===== config.mk =====
export PLATFORM = sky130hd
export DESIGN_NAME = instr_fetch_unit
export DESIGN_NICKNAME = d
export VERILOG_FILES = /design/src/rtl/instr_fetch_unit.sv
export SDC_FILE = /design/constraint.sdc
export NUM_CORES = 1
export LEC_CHECK = 0
export ABC_AREA = 1
export ABC_CLOCK_PERIOD_IN_PS = 1800
export CAP_MARGIN = 25
export CORE_MARGIN = 2
export CORE_UTILIZATION = 30
export CTS_BUF_LIST = sky130_fd_sc_hd__clkbuf_16
export DETAILED_ROUTE_END_ITERATION = 16
export GPL_ROUTABILITY_DRIVEN = 0
export GPL_TIMING_DRIVEN = 0
export SLEW_MARGIN = 20
export SYNTH_ARGS = -nofsm -noshare
export SYNTH_HDL_FRONTEND = slang
export SYNTH_SLANG_ARGS = --single-unit
export TNS_END_PERCENT = 1

===== constraint.sdc =====
create_clock -name clk -period 1.8 [get_ports clk]
set_input_delay 0.36 -clock clk [delete_from_list [all_inputs] [get_ports clk]]
set_output_delay 0.36 -clock clk [all_outputs]
set_load 0.1 [all_outputs]

===== src/rtl/instr_fetch_unit.sv =====
// Instruction fetch unit for the multicycle RISC-V datapath.
// Owns PC and IR, fetches over a req/ack handshake, applies branch redirects.
module instr_fetch_unit #(
    parameter int unsigned           XLEN     = 64,
    parameter logic [XLEN-1:0]       RESET_PC = '0,
    parameter int unsigned           TIMEOUT  = 15
) (
    input  logic            clk,
    input  logic            reset_n,
    input  logic            fetch_start,
    input  logic            pc_write,
    input  logic            pc_write_cond,
    input  logic            pc_src,
    input  logic [1:0]      branch_op,
    input  logic            alu_zero,
    input  logic            alu_less,
    input  logic [XLEN-1:0] branch_target,
    output logic            imem_req,
    output logic [XLEN-1:0] imem_addr,
    input  logic [31:0]     imem_rdata,
    input  logic            imem_ack,
    output logic [31:0]     instruction,
    output logic            instr_valid,
    output logic [XLEN-1:0] pc,
    output logic            busy,
    output logic            fetch_fault,
    output logic [1:0]      fault_cause
);

    typedef enum logic [1:0] {
        IDLE,
        WAIT,
        FAULT
    } state_t;

    localparam logic [31:0] NOP       = 32'h0000_0013;
    localparam logic [7:0]  CNT_LAST  = 8'(TIMEOUT - 1);

    state_t          state, state_nxt;
    logic [XLEN-1:0] pc_nxt, addr_nxt;
    logic [31:0]     instr_nxt;
    logic            req_nxt, busy_nxt, valid_nxt, fault_nxt;
    logic [1:0]      cause_nxt;
    logic            pending, pending_nxt;
    logic [7:0]      cnt, cnt_nxt;

    logic take, redirect, start;

    always_ff @(posedge clk) begin
        if (!reset_n) begin
            state       <= IDLE;
            pc          <= RESET_PC;
            instruction <= NOP;
            imem_req    <= 1'b0;
            imem_addr   <= '0;
            busy        <= 1'b0;
            instr_valid <= 1'b0;
            fetch_fault <= 1'b0;
            fault_cause <= 2'b00;
            pending     <= 1'b0;
            cnt         <= '0;
        end else begin
            state       <= state_nxt;
            pc          <= pc_nxt;
            instruction <= instr_nxt;
            imem_req    <= req_nxt;
            imem_addr   <= addr_nxt;
            busy        <= busy_nxt;
            instr_valid <= valid_nxt;
            fetch_fault <= fault_nxt;
            fault_cause <= cause_nxt;
            pending     <= pending_nxt;
            cnt         <= cnt_nxt;
        end
    end

    always_comb begin
        take = 1'b0;
        unique case (branch_op)
            2'b00: take = alu_zero;
            2'b01: take = ~alu_zero;
            2'b10: take = ~alu_less;
            2'b11: take = alu_less;
            default: take = 1'b0;
        endcase
    end

    assign redirect = pc_src & (pc_write | (pc_write_cond & take));
    assign start    = fetch_start | pending;

    always_comb begin
        state_nxt   = state;
        pc_nxt      = pc;
        instr_nxt   = instruction;
        req_nxt     = imem_req;
        addr_nxt    = imem_addr;
        busy_nxt    = busy;
        valid_nxt   = 1'b0;
        fault_nxt   = fetch_fault;
        cause_nxt   = fault_cause;
        pending_nxt = pending;
        cnt_nxt     = cnt;

        unique case (state)
            IDLE: begin
                // Redirect wins; a coincident start is replayed next cycle on the new PC.
                if (redirect) begin
                    pc_nxt      = branch_target;
                    pending_nxt = start;
                end else if (start) begin
                    pending_nxt = 1'b0;
                    if (pc[1:0] != 2'b00) begin
                        state_nxt = FAULT;
                        fault_nxt = 1'b1;
                        cause_nxt = 2'b01;
                    end else begin
                        state_nxt = WAIT;
                        req_nxt   = 1'b1;
                        addr_nxt  = pc;
                        busy_nxt  = 1'b1;
                        cnt_nxt   = '0;
                    end
                end
            end
            WAIT: begin
                if (imem_ack) begin
                    state_nxt = IDLE;
                    instr_nxt = imem_rdata;
                    pc_nxt    = pc + XLEN'(4);
                    req_nxt   = 1'b0;
                    busy_nxt  = 1'b0;
                    valid_nxt = 1'b1;
                end else if (cnt == CNT_LAST) begin
                    state_nxt = FAULT;
                    fault_nxt = 1'b1;
                    cause_nxt = 2'b10;
                    req_nxt   = 1'b0;
                    busy_nxt  = 1'b0;
                end else begin
                    cnt_nxt = cnt + 8'd1;
                end
            end
            FAULT: begin
                req_nxt  = 1'b0;
                busy_nxt = 1'b0;
            end
            default: state_nxt = IDLE;
        endcase
    end

endmodule


==> flow_summary.ini <==
[status]
status = completed

[synthesis]
postSynth.asyncResetShare = 0
yosysMostFrequentCell = nand2_1
ys_warn_count = 0
seq_area_frac_synth = 0.364
netlist_instances = 1560
ys_top_cells_by_area = dfxtp_1 36%, nand2_1 15%, nor2_1 10%, a21oi_1 6.7%, inv_1 6.5%
synth_top_cells_by_count = 393 x nand2_1, 269 x nor2_1, 176 x dfxtp_1
synth_edf_count = 0
synth_top_area_cell = dfxtp_1
syn_area_per_cell_um2 = 6.21
ys_ff_latch = 176
synth_top_area_share = 0.364
synth_fp_nets = 1673
synth_cell_types = 38
synth_flop_cell = dfxtp_1
syn_area_mm2 = 0.00969

[worst_setup_path]
cp_max_fo = 6
critical_path_class = flop to output port
crit_required_ns = 1.44
max_stage_delay_ns = 0.56
start_kind = flop
cp_slowest_cell = clkdlybuf4s18_2
cp_cell_sequence = clkdlybuf4s18_2
crit_path_end_kind = output port
reg2reg_depth = 9
cp_top_family = buffers and inverters
worstPathArrival_ns = 1.41
timing.critical_path.buf_inv = 1
cp_num_cells = 1

[pwr]
p_int_w = 0.0116
seqPwrFrac = 0.237
clock_power_share = 0.128
netSwitchingFraction = 0.591
power.switching_w = 0.0168
power.leakage_nw = 5.68
ir_worst_vdd_mv = 1.21
power_density_mw_per_mm2 = 1970
comb_power_share = 0.635
total_power_w = 0.0285

[floorplanning]
core-area_mm2 = 0.0317
die_y_um = 184
io_pins = 273
die-area_mm2 = 0.0338
start_util = 0.306
rows = 65
die_w_um = 184

[routing]
drt_iter0_markers = 730
drt_first_pass_iters = 5
drc = 0
ant_nets = 0
vias_per_cell = 4.92
wirelength_mm = 39.8
num_vias = 11300
wl_per_cell_um = 17.4

[timing]
fmax_mhz = 566
fin_hold_ws_ns = 0.445
drv_slew = 0
period_share = 0.982
rsz0062_at_grt = yes
setup_viol = 0
finalHoldViolCount = 0
worst_pin_slew_ns = 0.871
max-slew-margin-rel = 0.419
min_period_ns = 1.77
skew_ns = 0.0176

[clock_tree]
clockBufferDepth = 2
clock_sinks = 176
clk_latency_ns = 0.45
cts_tree = done
path_clk_slew_ns = 0.08
cts-buffers-inserted = 17
htreeDepth = 4
clockRootBuffer = clkbuf_16

[grt]
grt_start_max_net_pins = 17
overflow = 0
grt_pass1_wl_mm = 59.0
antenna_found_initial = 2
grt_pass1_vias = 10600
gr-usage-all-layers = 0.228

[min_path]
hold_class = flop to flop
hold-path-cell-count = 2

[finish]
nNetsFinal = 1988
drive_above_1_share = 0.264
diodes = 0
stdcell_count = 2290
syn2layout_area_growth_pct = 49.0
final_core_util = 0.455

[run]
drv_cap = 0

[placed_design]
dp.final_hpwl_mm = 30.2
placed_cells = 2234
io_buffer_count = 271
registers in the layout, indices dropped and copies added, names as in the netlist:
signal / flops
imem_addr: 64
pc: 64
instruction: 32
cnt: 8
fault_cause: 2
state: 2
busy: 1
fetch_fault: 1
instr_valid: 1
pending: 1
logic make-up after synthesis:
family,count (synthesis),synth area share
buffers and inverters,246,0.100
and+or+nand+nor,857,0.381
adders and majority gates,6,0.00775
xor gates and xnor gates,7,0.00633
DFF,176,0.364
AOI/OAI and AO/OA,268,0.141
final cells by class:
| type | instances | area, um^2 |
|---|---|---|
| Tap cell | 402 | 503 |
| Buffer | 73 | 529 |
| Inverter | 173 | 667 |
| Fill cell | 3324 | 17300 |
| Clock buffer | 18 | 450 |
| Clock inverter | 14 | 105 |
| Multi-Input combinational cell | 1140 | 5710 |
| Timing Repair Buffer | 294 | 2860 |
| Sequential cell | 176 | 3610 |
what timing repair did:
item | 4_1_cts | 5_1_grt
cloned | 0 | 5
buffers inserted | 0 | 19
hold buffers | 0 | 0
pin swaps | 3 | 13
gates resized for setup | 633 | 250
endpoints found under the setup margin | 337 | 195
through the flow:
stage               area (um^2)  setup TNS [ns]  worst slack [ns]
floorplan                  9770           -3.62            -0.180
global placement          13000         -113.79            -0.851
detailed placement        13000         -117.14            -0.896
CTS                       13700          -11.82            -0.180
global route              14400           -2.25           -0.0524
finish                    14400               0            0.0320
power groups by stage:
stage               Sequential (W)  Clock [W]  Combinational [W]
finish                     0.00674    0.00364             0.0181
global route               0.00691    0.00388             0.0190
CTS                        0.00668    0.00374             0.0166
detailed placement         0.00675          0             0.0168
global placement           0.00672          0             0.0166
floorplan                   0.0143          0            0.00459
routing by layer:
| metal | GRT usage | vias up | wire length, um |
|---|---|---|---|
| met5 | 0 | - | 29 |
| met3 | 0.0509 | 68 | 2960 |
| met1 | 0.287 | 5187 | 17000 |
| met4 | 0.0842 | 4 | 1200 |
| li1 | - | 5587 | - |
| met2 | 0.380 | 414 | 18600 |
path summary, 6_finish.rpt:
kind                                 endpoint  slack [ns]     startpoint
worst min register to register  imem_addr[39]        0.44  imem_addr[39]
worst min-delay path            imem_addr[39]        0.44  imem_addr[39]
worst max-delay path                   pc[37]        0.03         pc[37]
worst max register to register         pc[56]        0.04         pc[20]
layout by cell type (no fill, tap or decap), drive strengths merged, types with 2 or more instances in the layout:
cell,instances
clkdlybuf4s18,12
nand2,410
clkbuf,56
nand4,24
nor2,289
a31oi,2
nand3,107
inv,175
buf,110
dfxtp,176
nor3,8
o21ai,130
xnor2,3
clkinvlp,3
a21oi,133
clkdlybuf4s50,104
ha,6
clkdlybuf4s15,101
clkinv,9
or2,17
nand3b,2
xor2,4
Power figures use the tool's default switching activity.
